### src/rtl/serial_pattern_tx.sv
// Word serializer (MSB first) with a golden pattern-match flag and per-word match count,
// used as the reference source for a serial pattern detector.
module serial_pattern_tx #(
  parameter int               DATA_W  = 32,
  parameter int               PAT_W   = 3,
  parameter logic [PAT_W-1:0] PATTERN = 3'b110,
  parameter int               GAP_CYC = 0,
  parameter int               CNT_W   = 6
) (
  input  logic              i_clk,
  input  logic              i_rst,
  input  logic [DATA_W-1:0] i_data,
  input  logic              i_valid,
  output logic              o_ready,
  output logic              o_a,
  output logic              o_a_valid,
  output logic              o_last,
  output logic              o_exp_match,
  output logic              o_done,
  output logic [CNT_W-1:0]  o_match_cnt
);

  localparam int IDX_W  = (DATA_W > 1) ? $clog2(DATA_W) : 1;
  localparam int GAP_W  = (GAP_CYC > 1) ? $clog2(GAP_CYC) : 1;
  localparam int FILL_W = $clog2(PAT_W);
  localparam int HIST_W = PAT_W - 1;

  localparam logic [IDX_W-1:0]  IDX_LAST  = IDX_W'(DATA_W - 1);
  localparam logic [GAP_W-1:0]  GAP_LOAD  = (GAP_CYC > 0) ? GAP_W'(GAP_CYC - 1) : '0;
  localparam logic [FILL_W-1:0] FILL_FULL = FILL_W'(PAT_W - 1);
  localparam bit                HAS_GAP   = (GAP_CYC > 0);

  typedef enum logic [1:0] {
    IDLE  = 2'd0,
    SHIFT = 2'd1,
    GAP   = 2'd2
  } state_t;

  state_t              state_reg, state_next;
  logic [DATA_W-1:0]   shreg_reg, shreg_next;
  logic [IDX_W-1:0]    idx_reg, idx_next;
  logic [GAP_W-1:0]    gap_reg, gap_next;
  logic [HIST_W-1:0]   hist_reg, hist_next;
  logic [FILL_W-1:0]   fill_reg, fill_next;
  logic [CNT_W-1:0]    run_cnt_reg, run_cnt_next;
  logic [CNT_W-1:0]    match_cnt_reg, match_cnt_next;
  logic                done_reg, done_next;

  logic                a_valid;
  logic                a_bit;
  logic                last_bit;
  logic                exp_match;
  logic                ready;
  logic                accept;
  logic [PAT_W-1:0]    window;

  // Everything visible on the outputs is derived from registers only.
  always_comb begin
    a_valid   = (state_reg == SHIFT);
    a_bit     = a_valid & shreg_reg[DATA_W-1];
    last_bit  = a_valid && (idx_reg == '0);
    window    = {hist_reg, a_bit};
    exp_match = a_valid && (fill_reg == FILL_FULL) && (window == PATTERN);
    ready     = (state_reg == IDLE) || (last_bit && !HAS_GAP);
    accept    = i_valid && ready;
  end

  always_comb begin
    state_next = state_reg;
    shreg_next = shreg_reg;
    idx_next   = idx_reg;
    gap_next   = gap_reg;
    case (state_reg)
      IDLE: begin
        if (accept) begin
          shreg_next = i_data;
          idx_next   = IDX_LAST;
          state_next = SHIFT;
        end
      end
      SHIFT: begin
        shreg_next = shreg_reg << 1;
        idx_next   = idx_reg - IDX_W'(1);
        if (last_bit) begin
          if (HAS_GAP) begin
            gap_next   = GAP_LOAD;
            state_next = GAP;
          end else if (accept) begin
            // Zero-bubble reload: next word's MSB follows this LSB directly.
            shreg_next = i_data;
            idx_next   = IDX_LAST;
            state_next = SHIFT;
          end else begin
            state_next = IDLE;
          end
        end
      end
      GAP: begin
        if (gap_reg == '0) begin
          state_next = IDLE;
        end else begin
          gap_next = gap_reg - GAP_W'(1);
        end
      end
      default: begin
        state_next = IDLE;
      end
    endcase
  end

  // History spans word boundaries and gaps; it advances only on emitted bits.
  always_comb begin
    hist_next = hist_reg;
    fill_next = fill_reg;
    if (a_valid) begin
      hist_next = window[HIST_W-1:0];
      if (fill_reg != FILL_FULL) begin
        fill_next = fill_reg + FILL_W'(1);
      end
    end
  end

  always_comb begin
    run_cnt_next   = run_cnt_reg;
    match_cnt_next = match_cnt_reg;
    done_next      = 1'b0;
    if (last_bit) begin
      // A match on the LSB still belongs to the finishing word.
      match_cnt_next = run_cnt_reg + CNT_W'(exp_match);
      run_cnt_next   = '0;
      done_next      = 1'b1;
    end else if (exp_match) begin
      run_cnt_next = run_cnt_reg + CNT_W'(1);
    end
  end

  always_ff @(posedge i_clk) begin
    if (i_rst) begin
      state_reg     <= IDLE;
      shreg_reg     <= '0;
      idx_reg       <= '0;
      gap_reg       <= '0;
      hist_reg      <= '0;
      fill_reg      <= '0;
      run_cnt_reg   <= '0;
      match_cnt_reg <= '0;
      done_reg      <= 1'b0;
    end else begin
      state_reg     <= state_next;
      shreg_reg     <= shreg_next;
      idx_reg       <= idx_next;
      gap_reg       <= gap_next;
      hist_reg      <= hist_next;
      fill_reg      <= fill_next;
      run_cnt_reg   <= run_cnt_next;
      match_cnt_reg <= match_cnt_next;
      done_reg      <= done_next;
    end
  end

  assign o_ready     = ready;
  assign o_a         = a_bit;
  assign o_a_valid   = a_valid;
  assign o_last      = last_bit;
  assign o_exp_match = exp_match;
  assign o_done      = done_reg;
  assign o_match_cnt = match_cnt_reg;

endmodule
### config.mk
export PLATFORM = sky130hd
export DESIGN_NAME = serial_pattern_tx
export DESIGN_NICKNAME = d
export VERILOG_FILES = /design/src/rtl/serial_pattern_tx.sv
export SDC_FILE = /design/constraint.sdc
export NUM_CORES = 1
export LEC_CHECK = 0
export ABC_CLOCK_PERIOD_IN_PS = 3000
export CORE_MARGIN = 10
export CORE_UTILIZATION = 65
export DETAILED_ROUTE_END_ITERATION = 6
export DONT_BUFFER_PORTS = 1
export PLACE_DENSITY = 0.81
export SETUP_SLACK_MARGIN = 0.4
export SLEW_MARGIN = 40
export SYNTH_ARGS = -nofsm -noshare
export SYNTH_HDL_FRONTEND = slang
export SYNTH_SLANG_ARGS = --single-unit
### constraint.sdc
create_clock -name i_clk -period 3 [get_ports i_clk]
set_input_delay 0.45 -clock i_clk [delete_from_list [all_inputs] [get_ports i_clk]]
set_output_delay 0.45 -clock i_clk [all_outputs]
set_load 0.005 [all_outputs]
==> summary.txt <==
Critical path
  – Worst setup path class: reg2out
  – Worst setup EP type: output pin
  – Critical path startpoint category: flip-flop
  – Worst path arrival time: roughly 1.8 ns
  – Worst path required time: around 2.6 ns
  – Worst Path Max Fanout: 35

Floorplanning
  – Die Wd: 88.9 um
  – Effective utilization at floorplan: 0.662
  – Die height: slightly below 90 um
  – Site Rows: 25
  – Die Area: 0.00790 mm2
  – IO Pins: 47
  – Placeable Area: 0.00466 mm2

GRT
  – Initial antenna violation count: 0
  – Largest net degree at the start of global routing: 72
  – Residual overflow from global routing: 0
  – Vias in the first global route: 2503
  – First-pass GRT wire length: 11800 um
  – GR Util All Layers: 0.184

Place
  – PortBufs: 0
  – Placed inst area: 0.00304 mm2
  – Post-DP HPWL: 4550 um
  – Routability congestion estimate: 0.814
  – Pre-CTS setup slack: 1.05 ns

Finish
  – Design Area, Final: 0.00314 mm2
  – # diodes: 0
  – Share of cells above drive strength 1: 0.0575
  – Syn-to-layout area delta: 1.83%
  – Final #Nets: 387
  – Fillers: 393
  – Max FFs per register: 32

Synth
  – Commonest cells in the netlist: o21ai_0 (64), nor3_1 (63), dfxtp_1 (55)
  – Share of the synthesized area in the top cell type: 0.357
  – Post-Syn Instances: 373
  – Count leader, synth: o21ai_0
  – Top_reg_cell synth: dfxtp_1
  – Cell taking the most area after synthesis: dfxtp_1
  – Synth area leaders: dfxtp_1 (36%), o21ai_0 (10%), nor3_1 (10%)
  – Syn_area_per_cell: between 8 and 9 um2
  – Post-synth EDFFs: 0
  – Yosys cell types: 38
  – Flops & latches, synth: 55
  – Synthesis Warnings: 0
  – Async SR Flop Fraction: 0
  – Sequential share of the synthesized area: 0.357
  – Netlist Area Pre-Place: 0.00308 mm2
  – Syn Nets: 413

Clock tree
  – Hold_buf cts: 0
  – Setup bufs post-CTS: 0
  – Cts repair resizes: 0
  – Later-pin clock latency in the skew report: between 0.3 and 0.4 ns
  – Number of CTS-inserted buffers: 5
  – Sink Count: 55
  – Clock root buffer: clkbuf_8
  – Clock Path Buffers: 2
  – CTS H-tree lvls: 2
  – CTS tree: built
  – Clock Pin Slew Worst Setup and Hold Paths: 0.10 ns

Drt
  – Iter 0 DRT Violations: 219
  – Final WL: around 7000 um
  – Pre-antenna DRT Iters: 5
  – Drt drc: 0
  – Routed wire length per instance: 17.6 um
  – Total number of vias: 2699
  – Antenna Nets Post-Route: 0
  – Number of vias per cell: 6.71
  – Wl on met1: roughly 2900 um
  – DR WL met2: 3410 um
  – Met3 wire length: around 700 um
  – DR top layer: met4

STA
  – RSZ-0062 raised after global routing: false
  – Min setup slack post-route: 0.731 ns
  – Final Max Slew Viols: 0
  – Relative slew slack: 0.613
  – Slew @ Worst Pin: 0.581 ns
  – Final Hold Violating Endpoints: 0
  – Setup Skew: between 0.004 and 0.005 ns
  – Fmax achieved: 0.441 GHz
  – Setup TNS: 0 ns
  – Final setup viols: 0
  – Final worst-path cycle share: 0.756
  – Clock period minus worst slack: 2.27 ns

Status
  – Status: finished clean

Run
  – MaxCap Viol Count: 0

Power and ir drop
  – Pleak: approximately 0.0011 uW
  – PD cells: ~500 mW/mm2
  – Maximum vdd drop: approximately 460 uV

Worst hold path
  – Hold Crit Class: in2reg
[critical path: stages, from the launching register on]
cell and delay (ns):
dfxtp_1 0.34, inv_1 0.06, ha_1 0.21, or4b_1 0.47
buf_4 0.27, nand2_1 0.15
[per-layer routing]
| layer | global-route usage | up-vias |
|---|---|---|
| met5 | 0 | - |
| met4 | 0.0617 | 0 |
| met3 | 0.0663 | 8 |
| met2 | 0.299 | 75 |
| met1 | 0.218 | 1270 |
| li1 | - | 1346 |
[power by group]
group	switching, uW	internal (uW)	leakage (uW)	total [uW]
combinational	148	128	0.000554	276
clock	238	210	0.0000505	449
sequential	47.5	785	0.000451	833
total	434	1120	0.00106	1560
[worst paths after layout]
path	depth (start not counted)	slack (ns)	endpoint	start
setup reg to reg	6	1.04	o_match_cnt[5]	state_reg[0]
setup / recovery	5	0.73	o_ready	idx_reg[0]
hold reg to reg	2	0.50	run_cnt_reg[5]	run_cnt_reg[5]
hold / removal	1	0.21	shreg_reg[19]	i_rst
[stage by stage]
stage / hold slack [ns] / utilization / power [uW] / cells
global placement: 0.476 / 0.652 / 1110 / 394
detailed placement: 0.489 / 0.652 / 1130 / 394
global route: 0.190 / 0.674 / 1640 / 402
floorplan: 0.457 / - / 1100 / 373
CTS: 0.192 / 0.674 / 1570 / 402
finish: 0.209 / 0.674 / 1560 / 402
[cell usage in the layout, fill, tap and decap left out, types with 3 or more instances in the layout]
cell and count:
a211oi_1 7, a21oi_1 15, a311oi_1 3, buf_4 5, clkbuf_8 7, dfxtp_1 54, ha_1 5, inv_1 7
mux2i_1 30, nand2_1 6, nand3_1 4, nand4b_1 3, nor2_1 9, nor2b_1 3, nor3_1 63, nor4b_1 28
o21ai_0 64, o31ai_1 3, or3_1 6, xnor2_1 3
[final cells by class]
class                      count  area (um2)  share of cell area
timing repair buffer           5        37.5              0.0120
clock buffer                   7        96.3              0.0307
clock inverter                 1        7.51             0.00239
inverter                       8        30.0             0.00956
sequential                    55        1100               0.351
tap                           54        67.6              0.0215
multi-input combinational    272        1800               0.573
[cell families after synthesis]
kind of cell    share of synthesized area
xor+xnor                           0.0142
simple gates                        0.255
buf+inv                            0.0625
fa+ha+maj                          0.0203
flops                               0.357
mux                                 0.105
compound gates                      0.187
(Power assumes the default switching activity.)
==> edit 1, RTL diff (same flow settings) <==
Register the output `o_match_cnt` once more, cleared by the reset; this adds one clock of latency there. The other outputs are not delayed to match.
--- a/src/rtl/serial_pattern_tx.sv
+++ b/src/rtl/serial_pattern_tx.sv
@@ -166,3 +166,9 @@
   assign o_done      = done_reg;
-  assign o_match_cnt = match_cnt_reg;
+  always_ff @(posedge i_clk) begin
+    if (i_rst) begin
+      o_match_cnt <= '0;
+    end else begin
+      o_match_cnt <= match_cnt_reg;
+    end
+  end
 
Formal check against the unedited RTL: no difference found for any inputs over 10 cycles, from zero or initial values and one cycle with i_rst high; that may be too few to reach the edited logic, so the function may still have changed.
==> edit 1 against the original RTL <==
Setup slack got worse by 0.17 ns; final area increased by 13%; total power increased by 29%; sequential power increased by 9.4%; largest power group unchanged; routed wire length increased by 2.4%; critical path type unchanged; sequential cell count increased by 6; die area increased by 6.9%; critical endpoint is now o_last; hold slack got worse by 0.029 ns; synthesized area increased by 9.0%.
==> edit 1: results (changes against the original RTL) <==
Clock Latency Late Sink 0.33 ns (+0.02 ns); Leakage Power 1.192 nW (+13%); DR iter-0 viols 200 (-8.7%); first-pass GRT wire length 12340 µm (+4.4%); via count 2790 (+3.4%); post-synthesis compound-gate area fraction 0.1649 (-0.02168); largest net degree at the start of global routing 103 (+43%); xor/xnor share of the synthesized area 0.01303 (-0.001168); Syn Inst Count 387 (+3.8%); Adder-Cell Fraction of Synth Area 0.01862 (-0.001669); CTS H-tree lvls 3 (+1); GRT Total Usage 0.1712 (-0.01239); DP HPWL 4667 µm (+2.6%); critical path fanouts, max 15 (-57%); Pre-antenna DRT Iters 7 (+2); CTS buffer count 9 (+4); worst vdd ir 394.2 µV (-14%); gpl congestion 0.7637 (-6.1%); via/cell ratio 6.312 (-6.0%); Post CTS Setup Buffer Count 0 (unchanged); top cells by area, synth dfxtp_1, o21ai_0, mux2i_1; Synth top area share 0.3634 (+0.006368); max_slew headroom 0.6440 (+0.03108); HP Class in2reg; Worst Hold Depth 1 (unchanged); Arr. time, crit path 1.99 ns (+0.17 ns); ANT cells 0 (unchanged); share of cells above drive strength 1 0.08333 (+0.02586); status finished, final reports clean; commonest cells in the netlist o21ai_0, dfxtp_1, nor3_1; Clock Skew 0.005750 ns (+0.001234 ns); register area share after synthesis 0.3634 (+0.006368); Clock Pin Slew Worst Setup and Hold Paths 0.07 ns (-0.03 ns); fin nets 407 (+5.2%); placed cells 426 (+8.1%)
[edit 1: cell types whose count changed after synthesis, moves of 2 or more]
cell and change:
nor2_1 -2, nor4b_1 +2, buf_2 -6, nor3b_2 +2, nor3_1 -27, dfxtp_1 +6, buf_6 +4, o21ai_0 +4
nor2b_1 +6, nor3b_1 +27, a211oi_1 -2, clkbuf_1 +3
[edit 1: area by class of cell]
class,count,area (µm²),area share
inverters,7,26.28,0.007420
flip-flops and latches,61,1222,0.3452
multi-input cells,281,1928,0.5445
repair buffers,7,52.55,0.01484
clock buffers,10,137.6,0.03887
well taps,70,87.58,0.02473
clock inverters,6,86.33,0.02438
[edit 1: kinds of logic (layout without fill, tap and decap cells)]
family | Yosys count | count (layout)
flip-flops | 61 | 61
AND/OR/NAND/NOR | 138 | 138
XOR/XNOR | 5 | 5
AO/OA/AOI/OAI | 100 | 100
adder cells (fa/ha/maj) | 5 | 5
multiplexers | 33 | 33
buffers and inverters | 45 | 30
[edit 1: path summary, 6_finish.rpt]
| path | startpoint | to | slack, ns |
|---|---|---|---|
| worst max-delay path | idx_reg[0] | o_last | 0.56 |
| worst min-delay path | i_rst | o_match_cnt[4] | 0.18 |
| worst min register to register | match_cnt_reg[0] | o_match_cnt[0] | 0.46 |
| worst max register to register | idx_reg[0] | shreg_reg[30] | 0.89 |
[edit 1: layer usage]
| metal | vias to the layer above | GRT usage | wire, µm |
|---|---|---|---|
| li1 | 1402 | - | - |
| met1 | 1325 | 0.2141 | 3227 |
| met2 | 51 | 0.2688 | 3395 |
| met3 | 12 | 0.05379 | 499 |
| met4 | 0 | 0.06555 | 126 |
| met5 | - | 0 | 0 |
[edit 1: critical path, cell delays in order (launching register included)]
cell and delay (ns):
dfxtp_1 0.33, inv_1 0.06, ha_1 0.21, or4b_1 0.73, nor2_2 0.32
[edit 1: per-stage QoR]
stage / total power [W] / instance area [µm²] / hold WS, ns
6_report: 0.002016 / 3541 / 0.1801
3_3_place_gp: 0.001202 / 3317 / 0.4442
4_1_cts: 0.002025 / 3541 / 0.1785
2_1_floorplan: 0.001195 / 3361 / 0.4312
3_5_place_dp: 0.001214 / 3317 / 0.4478
5_1_grt: 0.002109 / 3541 / 0.1738
[edit 1: power by group]
part	switching [W]	internal (W)	leakage [nW]	total (W)
Sequential	0.0000451	0.000866	0.500	0.000911
Combinational	0.000147	0.000137	0.580	0.000284
Clock	0.000332	0.000489	0.112	0.000820
==> edit 2, RTL diff (same settings) <==
Made on the original files. The parameter `PAT_W` goes from 3 to 6.
--- a/src/rtl/serial_pattern_tx.sv
+++ b/src/rtl/serial_pattern_tx.sv
@@ -4,3 +4,3 @@
   parameter int               DATA_W  = 32,
-  parameter int               PAT_W   = 3,
+  parameter int               PAT_W   = 6,
   parameter logic [PAT_W-1:0] PATTERN = 3'b110,
Check against the original RTL: not equivalent (a bounded check fails within 4 cycles, from zero or initial values and one cycle with i_rst high).
==> edit 2 against the original RTL <==
Clock skew grew 0.0053 ns; sequential power increased by 6.5%; final area is 17% higher; synthesized area up 18%; sequential cell count is 4 higher; synthesized cell count up 9.1%; setup slack worse by 0.053 ns; total power increased by 16%; maximum frequency decreased by 2.3%; routed wire length increased by 11%; critical path type unchanged; critical endpoint is now o_last; largest cell class unchanged.
==> edit 2: results (changes against the original RTL) <==
Clock Skew 0.009859 ns (+0.005343 ns); register area share after synthesis 0.3256 (-0.03137); worst vdd ir 249.8 µV (-45%); max_slew headroom 0.6187 (+0.005853); Pre-antenna DRT Iters 4 (-1); DR WL/cell 17.19 µm (-2.4%); Critical Path Max Stage Delay 0.69 ns (+0.22 ns); Netlist cell types 50 (+32%); Reg2Reg Depth 7 (+1); vias in the first global route 2663 (+6.4%); Arr. time, crit path 1.87 ns (+0.05 ns); CTS buffer count 9 (+4); Mapped Nets 448 (+8.5%); first-pass GRT wire length 12740 µm (+7.8%); CP max-delay cell or4b_4; gpl congestion 0.8542 (+5.0%); critical path fanouts, max 26 (-26%); share of cells above drive strength 1 0.1123 (+0.05480); DP HPWL 4863 µm (+6.9%); via count 2932 (+8.6%); commonest cells in the netlist o21ai_0, dfxtp_1, nor3_1; Placed Area 3498 µm² (+15%); CTS H-tree lvls 3 (+1); status finished, final reports clean; # resized after CTS 1 (+1)
edit 2: cell type report:
cell class | count | area, µm²
Timing Repair Buffer | 6 | 48.80
Inverter | 9 | 33.78
Tap cell | 72 | 90.09
Sequential cell | 59 | 1182
Clock inverter | 3 | 15.01
Clock buffer | 12 | 145.1
Fill cell | 457 | 1802
Multi-Input combinational cell | 294 | 2156
edit 2: metal layers:
metal | GRT usage | part of all wire
met5 | 0 | 0
met3 | 0.05630 | 0.074
met2 | 0.2780 | 0.48
met4 | 0.07731 | 0.012
met1 | 0.2106 | 0.43
edit 2: per-stage QoR:
step	cells	worst slack (ns)
after floorplan	407	0.8824
after global placement	440	0.6340
after detailed placement	440	0.5587
after CTS	455	0.5387
after global routing	455	0.4594
final	455	0.6779
edit 2: worst paths after layout:
path              slack (ns)             end   startpoint
setup / recovery        0.68          o_last   idx_reg[0]
hold / removal          0.17    shreg_reg[1]        i_rst
setup reg to reg        0.69  o_match_cnt[5]  fill_reg[0]
hold reg to reg         0.49     hist_reg[1]  hist_reg[1]
edit 2: worst max-delay path, delay by kind of cell, from the launching register on:
family	cells	cell delay, ns
buffers and inverters	1	0.07
flip-flops	1	0.35
AND/OR/NAND/NOR	2	0.90
adder cells (fa/ha/maj)	1	0.22
edit 2: cell families (layout without fill, tap and decap cells):
kind of cell             after synthesis  count (layout)  share of synthesized area
AO/OA/AOI/OAI                        102             102                     0.1666
adder cells (fa/ha/maj)                6               6                    0.02070
buffers and inverters                 54              30                    0.08244
multiplexers                          39              39                     0.1083
XOR/XNOR                               6               6                    0.01449
AND/OR/NAND/NOR                      141             141                     0.2818
flip-flops                            59              59                     0.3256
edit 2: report_power, final:
group          internal (W)  leakage [nW]  total, W  switching, W
Sequential         0.000839         0.484  0.000887     0.0000475
Combinational      0.000146         0.670  0.000309      0.000163
Clock              0.000313        0.0860  0.000608      0.000295
Total               0.00130          1.24   0.00180      0.000506
